===== src/rtl/uart_fifo_param.sv =====
// uart_fifo_param: parametrised synchronous FIFO for the UART16550 TX holding
// and RX paths. First-word-fall-through read, live fill level, synchronous
// flush and enable, overrun/underrun pulses and a programmable threshold flag.
//
// Optional feature: define UART_FIFO_ERRTAG_EN to store a per-entry error tag
// (rd_err) and track whether any stored entry is tagged (err_in_fifo).
// Without it, err_in is ignored and rd_err/err_in_fifo are tied to 0.
//
// Ports:
//   clk, rst            rising-edge clock, synchronous active-high reset
//   en, flush           en=0 or flush=1 empties the FIFO this cycle
//   push_in, din,err_in write request, data and error tag
//   pop_in              read request (advances head)
//   dout, rd_err        head entry and its tag, 0 while empty
//   empty, full, level  status derived from the registered fill level
//   overrun, underrun   one-cycle pulses after a rejected push/pop
//   threshold           trigger level (0 disables thre_trigger)
//   thre_trigger        level >= threshold
//   err_in_fifo         at least one stored entry carries an error tag
module uart_fifo_param #(
  parameter int unsigned DATA_W = 8,
  parameter int unsigned DEPTH  = 16
) (
  input  logic                       clk,
  input  logic                       rst,
  input  logic                       en,
  input  logic                       flush,
  input  logic                       push_in,
  input  logic                       pop_in,
  input  logic [DATA_W-1:0]          din,
  input  logic                       err_in,
  output logic [DATA_W-1:0]          dout,
  output logic                       rd_err,
  output logic                       empty,
  output logic                       full,
  output logic [$clog2(DEPTH):0]     level,
  output logic                       overrun,
  output logic                       underrun,
  input  logic [$clog2(DEPTH):0]     threshold,
  output logic                       thre_trigger,
  output logic                       err_in_fifo
);

  localparam int unsigned AW = $clog2(DEPTH);
  localparam logic [AW:0]   FULL_LVL = DEPTH[AW:0];
  localparam logic [AW:0]   ONE_LVL  = 1;
  localparam logic [AW-1:0] ONE_PTR  = 1;

  logic [DATA_W-1:0] mem_q [DEPTH];

  logic [AW-1:0] wr_ptr_q, wr_ptr_d;
  logic [AW-1:0] rd_ptr_q, rd_ptr_d;
  logic [AW:0]   level_q,  level_d;
  logic          overrun_q, overrun_d;
  logic          underrun_q, underrun_d;

  logic run;
  logic pop_acc;
  logic push_acc;
  logic wr_en;

  always_comb begin
    run      = en && !flush;
    pop_acc  = run && pop_in && (level_q != '0);
    // A push into a full FIFO is accepted when the head leaves in the same cycle.
    push_acc = run && push_in && ((level_q != FULL_LVL) || pop_acc);
    wr_en    = push_acc && !rst;
  end

  always_comb begin
    wr_ptr_d   = wr_ptr_q;
    rd_ptr_d   = rd_ptr_q;
    level_d    = level_q;
    overrun_d  = 1'b0;
    underrun_d = 1'b0;
    if (!run) begin
      wr_ptr_d = '0;
      rd_ptr_d = '0;
      level_d  = '0;
    end else begin
      if (push_acc) wr_ptr_d = wr_ptr_q + ONE_PTR;
      if (pop_acc)  rd_ptr_d = rd_ptr_q + ONE_PTR;
      case ({push_acc, pop_acc})
        2'b10:   level_d = level_q + ONE_LVL;
        2'b01:   level_d = level_q - ONE_LVL;
        default: level_d = level_q;
      endcase
      overrun_d  = push_in && !push_acc;
      underrun_d = pop_in && !pop_acc;
    end
  end

  always_ff @(posedge clk) begin
    if (rst) begin
      wr_ptr_q   <= '0;
      rd_ptr_q   <= '0;
      level_q    <= '0;
      overrun_q  <= 1'b0;
      underrun_q <= 1'b0;
    end else begin
      wr_ptr_q   <= wr_ptr_d;
      rd_ptr_q   <= rd_ptr_d;
      level_q    <= level_d;
      overrun_q  <= overrun_d;
      underrun_q <= underrun_d;
    end
  end

  // Storage is not reset; contents are only visible through the empty gate.
  always_ff @(posedge clk) begin
    if (wr_en) mem_q[wr_ptr_q] <= din;
  end

  always_comb begin
    empty        = (level_q == '0);
    full         = (level_q == FULL_LVL);
    level        = level_q;
    overrun      = overrun_q;
    underrun     = underrun_q;
    dout         = empty ? '0 : mem_q[rd_ptr_q];
    thre_trigger = (threshold != '0) && (level_q >= threshold);
  end

`ifdef UART_FIFO_ERRTAG_EN
  logic          tag_q [DEPTH];
  logic [AW:0]   errcnt_q, errcnt_d;
  logic          head_tag;

  always_comb begin
    head_tag = tag_q[rd_ptr_q];
    errcnt_d = errcnt_q;
    if (!run) begin
      errcnt_d = '0;
    end else begin
      // Tagged push and tagged pop in the same cycle cancel out.
      case ({push_acc && err_in, pop_acc && head_tag})
        2'b10:   errcnt_d = errcnt_q + ONE_LVL;
        2'b01:   errcnt_d = errcnt_q - ONE_LVL;
        default: errcnt_d = errcnt_q;
      endcase
    end
  end

  always_ff @(posedge clk) begin
    if (rst) errcnt_q <= '0;
    else     errcnt_q <= errcnt_d;
  end

  always_ff @(posedge clk) begin
    if (wr_en) tag_q[wr_ptr_q] <= err_in;
  end

  always_comb begin
    rd_err      = empty ? 1'b0 : head_tag;
    err_in_fifo = (errcnt_q != '0);
  end
`else
  logic unused_err_in;

  always_comb begin
    unused_err_in = err_in;
    rd_err        = 1'b0;
    err_in_fifo   = 1'b0;
  end
`endif

endmodule


===== config.mk =====
export PLATFORM = sky130hd
export DESIGN_NAME = uart_fifo_param
export DESIGN_NICKNAME = d
export VERILOG_FILES = /design/src/rtl/uart_fifo_param.sv
export SDC_FILE = /design/constraint.sdc
export NUM_CORES = 1
export LEC_CHECK = 0
export ABC_AREA = 1
export CAP_MARGIN = 20
export CORE_MARGIN = 2
export CORE_UTILIZATION = 25
export CTS_CLUSTER_SIZE = 28
export DETAILED_ROUTE_END_ITERATION = 16
export PLACE_DENSITY_LB_ADDON = 0.1
export SLEW_MARGIN = 40
export SYNTH_ARGS = -nofsm -noshare
export SYNTH_HDL_FRONTEND = slang
export SYNTH_SLANG_ARGS = --single-unit

===== constraint.sdc =====
create_clock -name clk -period 1.8 [get_ports clk]
set_input_delay 0.36 -clock clk [delete_from_list [all_inputs] [get_ports clk]]
set_output_delay 0.36 -clock clk [all_outputs]
set_load 0.1 [all_outputs]

==> results.json, run 1 <==
{
  "finalHoldViolations": 0,
  "place.detailed.instances": 993,
  "pwr-share-clk_pct": 45.1,
  "dr.first_iter.drc_count": 255,
  "groute.usage.overall_pct": 12.85,
  "grt_start_max_net_pins": 32,
  "min_path_type": "reg -> reg",
  "floorplan.die.height_um": 163.5,
  "final.min_clock_period_ns": 2.321,
  "synth.cell_area_um2": 6356,
  "worst-path-max-fanout": 7,
  "clkLatencyLatePin_ns": 0.42,
  "critical_path_required_ns": 1.44,
  "power_mw": 7.390,
  "antenna_cells": 0,
  "die_w_um": 163.5,
  "post-route-worst-setup-slack_ns": -0.5209,
  "number_of_maximum_capacitance_violations": 0,
  "core_region_area_um2": 25040,
  "path_clk_slew_ns": 0.06,
  "critical_path.endpoint_type": "primary output",
  "final_max_slew_viol_count": 0,
  "final_cells": 1046,
  "timing.rr.end": "level[3]",
  "io_buffers": 36,
  "viasPerCell": 4.304,
  "detail_route.first_pass.iterations": 7,
  "ios": 40,
  "postSynthRegisterBits": 147,
  "start_util_pct": 25.39,
  "timing.critical_path.cells": "buf_8, clkinv_8, buf_8, buf_6, nand2_2, nand3_2, nand3_2, nand2_1, nand2_2, a21oi_4, buf_12",
  "cts.sink_count": 147,
  "status": "complete, but fails checks",
  "fin_worst_skew_ns": 0.009703,
  "globalplace.congestion": 0.6947,
  "syn-mean-instance-area_um2": 10.79,
  "dieArea_um2": 26720,
  "critPathMaxStageDelay_ns": 0.35,
  "hold_buffers": 0,
  "synthTopCellsByCount": "sky130_fd_sc_hd__nand2_1, sky130_fd_sc_hd__edfxtp_1, sky130_fd_sc_hd__nand3_1",
  "tritoncts.num_buffers": 17,
  "ff2ff_path_depth": 15,
  "timing.critical_path.from_type": "flip-flop",
  "antenna_violations_before_repair": 0,
  "whs_ns": 0.4824,
  "comb_power_share_pct": 4.8,
  "p_leak_nw": 3.344,
  "vias_in_the_first_global_route": 4575,
  "remaining_drc_errors": 0,
  "synth.yosys.seq_area_share_pct": 66.46,
  "worst_ep_arrival_time_ns": 1.96,
  "cts_tree": "built",
  "grt_setup_unrepaired": "yes",
  "failed_checks": "negative setup slack",
  "cells_taking_the_most_area_after_synthesis": "sky130_fd_sc_hd__edfxtp_1, sky130_fd_sc_hd__nand2_1, sky130_fd_sc_hd__nand3_1, sky130_fd_sc_hd__dfxtp_1, sky130_fd_sc_hd__ha_1",
  "setup_viol_count_final": 14,
  "max_freq_ghz": 0.4309,
  "power.net_switching_mw": 1.650,
  "number_of_flops_mapped_to_enable_cells_by_yosys": 128,
  "htree_num_levels": 4,
  "route.antenna.remaining_nets": 0,
  "async_reset_ff_share_pct": 0,
  "hpwl_um": 11080,
  "finish.net_count": 737,
  "cts-root-buf": "sky130_fd_sc_hd__clkbuf_16",
  "worst-setup-path-type": "reg -> out",
  "worst_slew_margin_rel_pct": 65.00,
  "peak_ir_drop_on_the_vdd_network_v": 0.0004742,
  "internal_power_mw": 5.739,
  "cts.path.max_buffers": 2,
  "layout-drive-gt1-share_pct": 29.19,
  "final.fill_count": 2471,
  "synthMostInstantiatedCell": "sky130_fd_sc_hd__nand2_1",
  "postSynth.topFlopCell": "sky130_fd_sc_hd__edfxtp_1",
  "number_of_vias_in_the_routed_layout": 4502,
  "final.period_utilization_pct": 128.9,
  "yosys.area.top_type": "sky130_fd_sc_hd__edfxtp_1",
  "p_seq_share_pct": 50.1,
  "synthDistinctLibCells": 30,
  "worst_r2r_startpoint": "level[0]",
  "worst_slew_pin_slew_ns": 0.5233,
  "avgRoutedWirePerCell_um": 15.98,
  "cp_slowest_cell": "sky130_fd_sc_hd__dfxtp_4",
  "syn_to_final_growth_pct": 41.59,
  "grt_first_pass_wirelength_um": 25540,
  "preCtsSetupSlack_ns": -0.5500,
  "synth_warnings": 0,
  "worst_setup_path_endpoint": "dout[6]",
  "route.final.wire_length_um": 16720,
  "switching_share_pct": 22.33,
  "core.rowCount": 58,
  "grt_remaining_overflow": 0,
  "yosys.area.top_type_share_pct": 60.47,
  "power.density_cell_area_nw_per_um2": 821.1,
  "worst-r2r-setup-slack_ns": -0.15,
  "syn-instance-count": 589
}
flip-flops by register name (all words and copies together) (netlist names), named ones only:
| signal | flops |
|---|---|
| wr_ptr_q | 4 |
| mem_q | 128 |
| underrun | 1 |
| rd_ptr_q | 4 |
| overrun | 1 |
| level | 5 |
power by group through the flow:
| stage | clock, mW | sequential [mW] | combinational [mW] |
|---|---|---|---|
| floorplan | 0 | 3.79 | 0.140 |
| global placement | 0 | 3.77 | 0.325 |
| detailed placement | 0 | 3.77 | 0.327 |
| CTS | 3.40 | 3.70 | 0.354 |
| global route | 3.54 | 3.70 | 0.386 |
| finish | 3.33 | 3.70 | 0.357 |
critical path: cells and delay by family, from the launching register on:
family	cells	cell delay, ns
AO/OA/AOI/OAI	1	0.21
AND/OR/NAND/NOR	5	0.31
flip-flops	1	0.35
buffers and inverters	5	0.65
repair_timing:
action / in CTS / in global routing
endpoints found under the hold margin: 0 / 0
setup endpoints to repair: 21 / 35
buffers inserted: 7 / 11
cloned: 1 / 4
gates resized for setup: 37 / 61
pin swaps: 21 / 30
through the flow:
step                area, um2  TNS [ns]  utilization (%)
global route             9000    -8.139            35.95
finish                   9000    -4.717            35.95
detailed placement       7818    -55.40            31.22
global placement         7818    -53.24            31.22
CTS                      8642    -4.997            34.52
floorplan                6489    -76.81                -
logic make-up (layout without fill, tap and decap cells):
| group | after synthesis | after routing | share of synthesized area, % |
|---|---|---|---|
| other | 1 | 2 | 0.05900 |
| xor gates and xnor gates | 4 | 4 | 0.5513 |
| AOI/OAI and AO/OA | 29 | 29 | 2.343 |
| buffers and inverters | 57 | 183 | 4.665 |
| and+or+nand+nor | 337 | 337 | 23.05 |
| adders and majority gates | 14 | 14 | 2.874 |
| DFF | 147 | 147 | 66.46 |
per-layer routing:
layer / vias to the layer above / share of wire, % / wire length, um / track usage, %
met1: 2154 / 46 / 7684 / 16.35
met4: 0 / 1.4 / 231 / 4.226
met2: 76 / 49 / 8133 / 21.42
met3: 17 / 4.0 / 666 / 3.200
met5: - / 0 / 0 / 0
li1: 2255 / - / - / -
placed cells by master, fill, tap and decap left out, types with 5 or more instances in the layout:
master / n
sky130_fd_sc_hd__nand2_1: 168
sky130_fd_sc_hd__edfxtp_1: 128
sky130_fd_sc_hd__nand3_1: 97
sky130_fd_sc_hd__buf_4: 46
sky130_fd_sc_hd__nor2_1: 28
sky130_fd_sc_hd__buf_12: 25
sky130_fd_sc_hd__buf_6: 24
sky130_fd_sc_hd__clkbuf_16: 20
sky130_fd_sc_hd__inv_1: 19
sky130_fd_sc_hd__clkdlybuf4s50_1: 17
sky130_fd_sc_hd__nand2_2: 15
sky130_fd_sc_hd__dfxtp_1: 13
sky130_fd_sc_hd__a21oi_4: 8
sky130_fd_sc_hd__a21oi_1: 8
sky130_fd_sc_hd__o21ai_0: 8
sky130_fd_sc_hd__ha_4: 8
sky130_fd_sc_hd__nor2_2: 7
sky130_fd_sc_hd__inv_2: 6
sky130_fd_sc_hd__nand3_2: 6
sky130_fd_sc_hd__dfxtp_4: 6
sky130_fd_sc_hd__ha_1: 5
area by class of cell:
cell class / instances / area (um2) / area share (%)
flip-flops and latches: 147 / 4247 / 47.18
inverters: 30 / 147.6 / 1.640
multi-input cells: 386 / 2171 / 24.12
repair inverters: 1 / 16.27 / 0.1807
well taps: 330 / 412.9 / 4.588
repair buffers: 120 / 1446 / 16.07
clock buffers: 17 / 425.4 / 4.727
clock inverters: 15 / 133.9 / 1.488
worst min-delay path by stage:
| stage | start | to | cells past startpoint |
|---|---|---|---|
| after global routing | wr_ptr_q[3] | wr_ptr_q[3] | 2 |
| final | rd_ptr_q[2] | rd_ptr_q[2] | 2 |
| after floorplan | rst | overrun | 1 |
| after detailed placement | rd_ptr_q[2] | rd_ptr_q[2] | 2 |
| after CTS | rd_ptr_q[2] | rd_ptr_q[2] | 2 |
| after global placement | rd_ptr_q[2] | rd_ptr_q[2] | 2 |
No activity file was read; power rests on OpenSTA's default activity.
==> run 2: changes to the inputs <==
--- a/config.mk
+++ b/config.mk
@@ -7,6 +7,9 @@
 export LEC_CHECK = 0
 export ABC_AREA = 1
 export CAP_MARGIN = 20
+export CELL_PAD_IN_SITES_DETAIL_PLACEMENT = 1
+export CELL_PAD_IN_SITES_GLOBAL_PLACEMENT = 1
+export CORE_ASPECT_RATIO = 0.7
 export CORE_MARGIN = 2
 export CORE_UTILIZATION = 25
 export CTS_CLUSTER_SIZE = 28
==> run 2 against run 1 <==
  * Worst setup slack improved by 0.025 ns
  * Sequential power is essentially flat
  * Combinational power increased by 6.2%
  * Flip-flop and latch count unchanged
  * Largest cell class unchanged
  * Die area about the same
  * Worst hold slack improved by 0.0072 ns
  * The run still ends with negative setup slack left
  * Clock power grew 13%
  * Power increased by 6.1%
==> results.json, run 2 (synthesis results as in run 1) <==
{
  "vias_in_the_first_global_route": 4819,
  "ios": 40,
  "min_path_type": "reg -> reg",
  "number_of_flip_flops_in_the_largest_register": 128,
  "multi_input_comb_area_um2": 2676,
  "status": "complete, but fails checks",
  "core.rowCount": 48,
  "route.final.wire_length_um": 21340,
  "core_region_area_um2": 24800,
  "grt_start_max_net_pins": 23,
  "cts-root-buf": "sky130_fd_sc_hd__clkbuf_16",
  "layout.cells.most_common": "sky130_fd_sc_hd__edfxtp_1",
  "seqCellArea_um2": 4247,
  "whs_ns": 0.4896,
  "worst_ep_arrival_time_ns": 1.94,
  "worst-r2r-setup-slack_ns": -0.11,
  "number_of_vias_in_the_routed_layout": 4760,
  "timing.rr.end": "mem_q[6][4]",
  "p_leak_nw": 3.592,
  "worst_slew_pin_slew_ns": 0.6280,
  "syn_to_final_growth_pct": 54.29,
  "post-route-worst-setup-slack_ns": -0.4960,
  "htree_num_levels": 4,
  "clkLatencyLatePin_ns": 0.43,
  "cts_tree": "built",
  "critical_path_required_ns": 1.44,
  "largest-register": "mem_q",
  "hold_buffers": 0,
  "final_max_slew_viol_count": 0,
  "fin_worst_skew_ns": 0.005671,
  "number_of_maximum_capacitance_violations": 0,
  "detail_route.first_pass.iterations": 5,
  "hpwl_um": 12310,
  "final_cells": 1043,
  "cts.sink_count": 147,
  "worst-path-max-fanout": 8,
  "holdPathStages": 2,
  "tritoncts.num_buffers": 17,
  "remaining_drc_errors": 0,
  "floorplan.die.height_um": 137.4,
  "finish.net_count": 739,
  "mostFrequentLayoutCells": "sky130_fd_sc_hd__edfxtp_1, sky130_fd_sc_hd__nand2_1, sky130_fd_sc_hd__nand3_1, sky130_fd_sc_hd__nand3_2, sky130_fd_sc_hd__nand2_2",
  "timing.critical_path.from_type": "flip-flop",
  "avgRoutedWirePerCell_um": 20.46,
  "antenna_violations_before_repair": 0,
  "grt_first_pass_wirelength_um": 29960,
  "viasPerCell": 4.564,
  "failed_checks": "negative setup slack",
  "power.density_cell_area_nw_per_um2": 799.5,
  "setup_viol_count_final": 78,
  "place.detailed.instances": 979,
  "critical_path.endpoint_type": "primary output",
  "dr.first_iter.drc_count": 238,
  "worst_hold_path.endpoint": "rd_ptr_q[2]",
  "dieArea_um2": 26740,
  "worst_slew_margin_rel_pct": 58.00,
  "max_freq_ghz": 0.4355,
  "globalplace.congestion": 0.6931,
  "die_w_um": 194.6,
  "groute.usage.overall_pct": 15.51,
  "path_clk_slew_ns": 0.06,
  "final.period_utilization_pct": 127.6,
  "hold_path_startpoint": "rd_ptr_q[2]",
  "finalSetupTns_ns": -10.11,
  "peak_ir_drop_on_the_vdd_network_v": 0.0007289,
  "start_util_pct": 25.63,
  "ff2ff_path_depth": 12,
  "layout-drive-gt1-share_pct": 42.76,
  "antenna_cells": 0,
  "finalHoldViolations": 0,
  "route.antenna.remaining_nets": 0,
  "final.fill_count": 2628,
  "io_buffers": 36,
  "grt_setup_unrepaired": "yes",
  "final.min_clock_period_ns": 2.296,
  "worst-setup-path-type": "reg -> out",
  "power_mw": 7.841,
  "postPlaceCellArea_um2": 7731,
  "cts.path.max_buffers": 2,
  "worst_r2r_startpoint": "level[1]",
  "cell_area_after_layout_um2": 9807,
  "grt_remaining_overflow": 0
}
==> run 2: worst max path at each step <==
stage | depth (start not counted) | slack, ns | to | start
after global placement | 12 | -0.50 | level[4] | en
after detailed placement | 12 | -0.53 | level[4] | en
final | 10 | -0.50 | dout[6] | flip-flop
after CTS | 10 | -0.55 | dout[7] | flip-flop
after floorplan | 8 | -0.58 | mem_q[0][0] | level[0]
after global routing | 10 | -0.58 | dout[0] | flip-flop
==> run 2: layout make-up <==
| type | instances | share of cell area [%] |
|---|---|---|
| sequential | 147 | 43.30 |
| multi-input combinational | 386 | 27.29 |
| timing repair buffer | 121 | 16.99 |
| clock buffer | 19 | 4.414 |
| tap | 325 | 4.146 |
| clock inverter | 13 | 1.875 |
| inverter | 30 | 1.646 |
| timing repair inverter | 2 | 0.3317 |
==> run 2: report_power, final <==
| group | switching [mW] | leakage [nW] | internal [mW] | total, mW |
|---|---|---|---|---|
| Clock | 1.44 | 0.297 | 2.32 | 3.76 |
| Sequential | 0.00409 | 1.31 | 3.70 | 3.70 |
| Combinational | 0.237 | 1.99 | 0.142 | 0.379 |
==> run 2: stage by stage <==
step | util (%) | setup slack [ns]
after floorplan | - | -0.5826
after global placement | 31.17 | -0.4992
after detailed placement | 31.17 | -0.5308
after CTS | 35.36 | -0.5504
after global routing | 39.54 | -0.5799
final | 39.54 | -0.4960
==> run 2: critical path, cell delays in order (launching register included) <==
cell	delay, ns
sky130_fd_sc_hd__dfxtp_4	0.36
sky130_fd_sc_hd__buf_12	0.16
sky130_fd_sc_hd__clkinv_16	0.08
sky130_fd_sc_hd__buf_12	0.13
sky130_fd_sc_hd__nand2_1	0.06
sky130_fd_sc_hd__nand3_2	0.07
sky130_fd_sc_hd__nand3_2	0.11
sky130_fd_sc_hd__nand2_4	0.12
sky130_fd_sc_hd__nand2_4	0.06
sky130_fd_sc_hd__a21oi_4	0.17
sky130_fd_sc_hd__buf_12	0.19
==> run 2: routing by layer <==
| metal | vias up | global-route usage, % | part of all wire [%] |
|---|---|---|---|
| met4 | 0 | 4.359 | 0.83 |
| met1 | 2419 | 21.29 | 49 |
| li1 | 2259 | - | - |
| met5 | - | 0 | 0 |
| met3 | 16 | 2.962 | 3.0 |
| met2 | 66 | 25.15 | 47 |
==> run 2: timing repair <==
action,4_1_cts,5_1_grt
pin swaps,18,64
gates cloned,5,11
endpoints found under the setup margin,13,134
buffers inserted,6,14
hold endpoints to repair,0,0
gates resized for setup,56,190
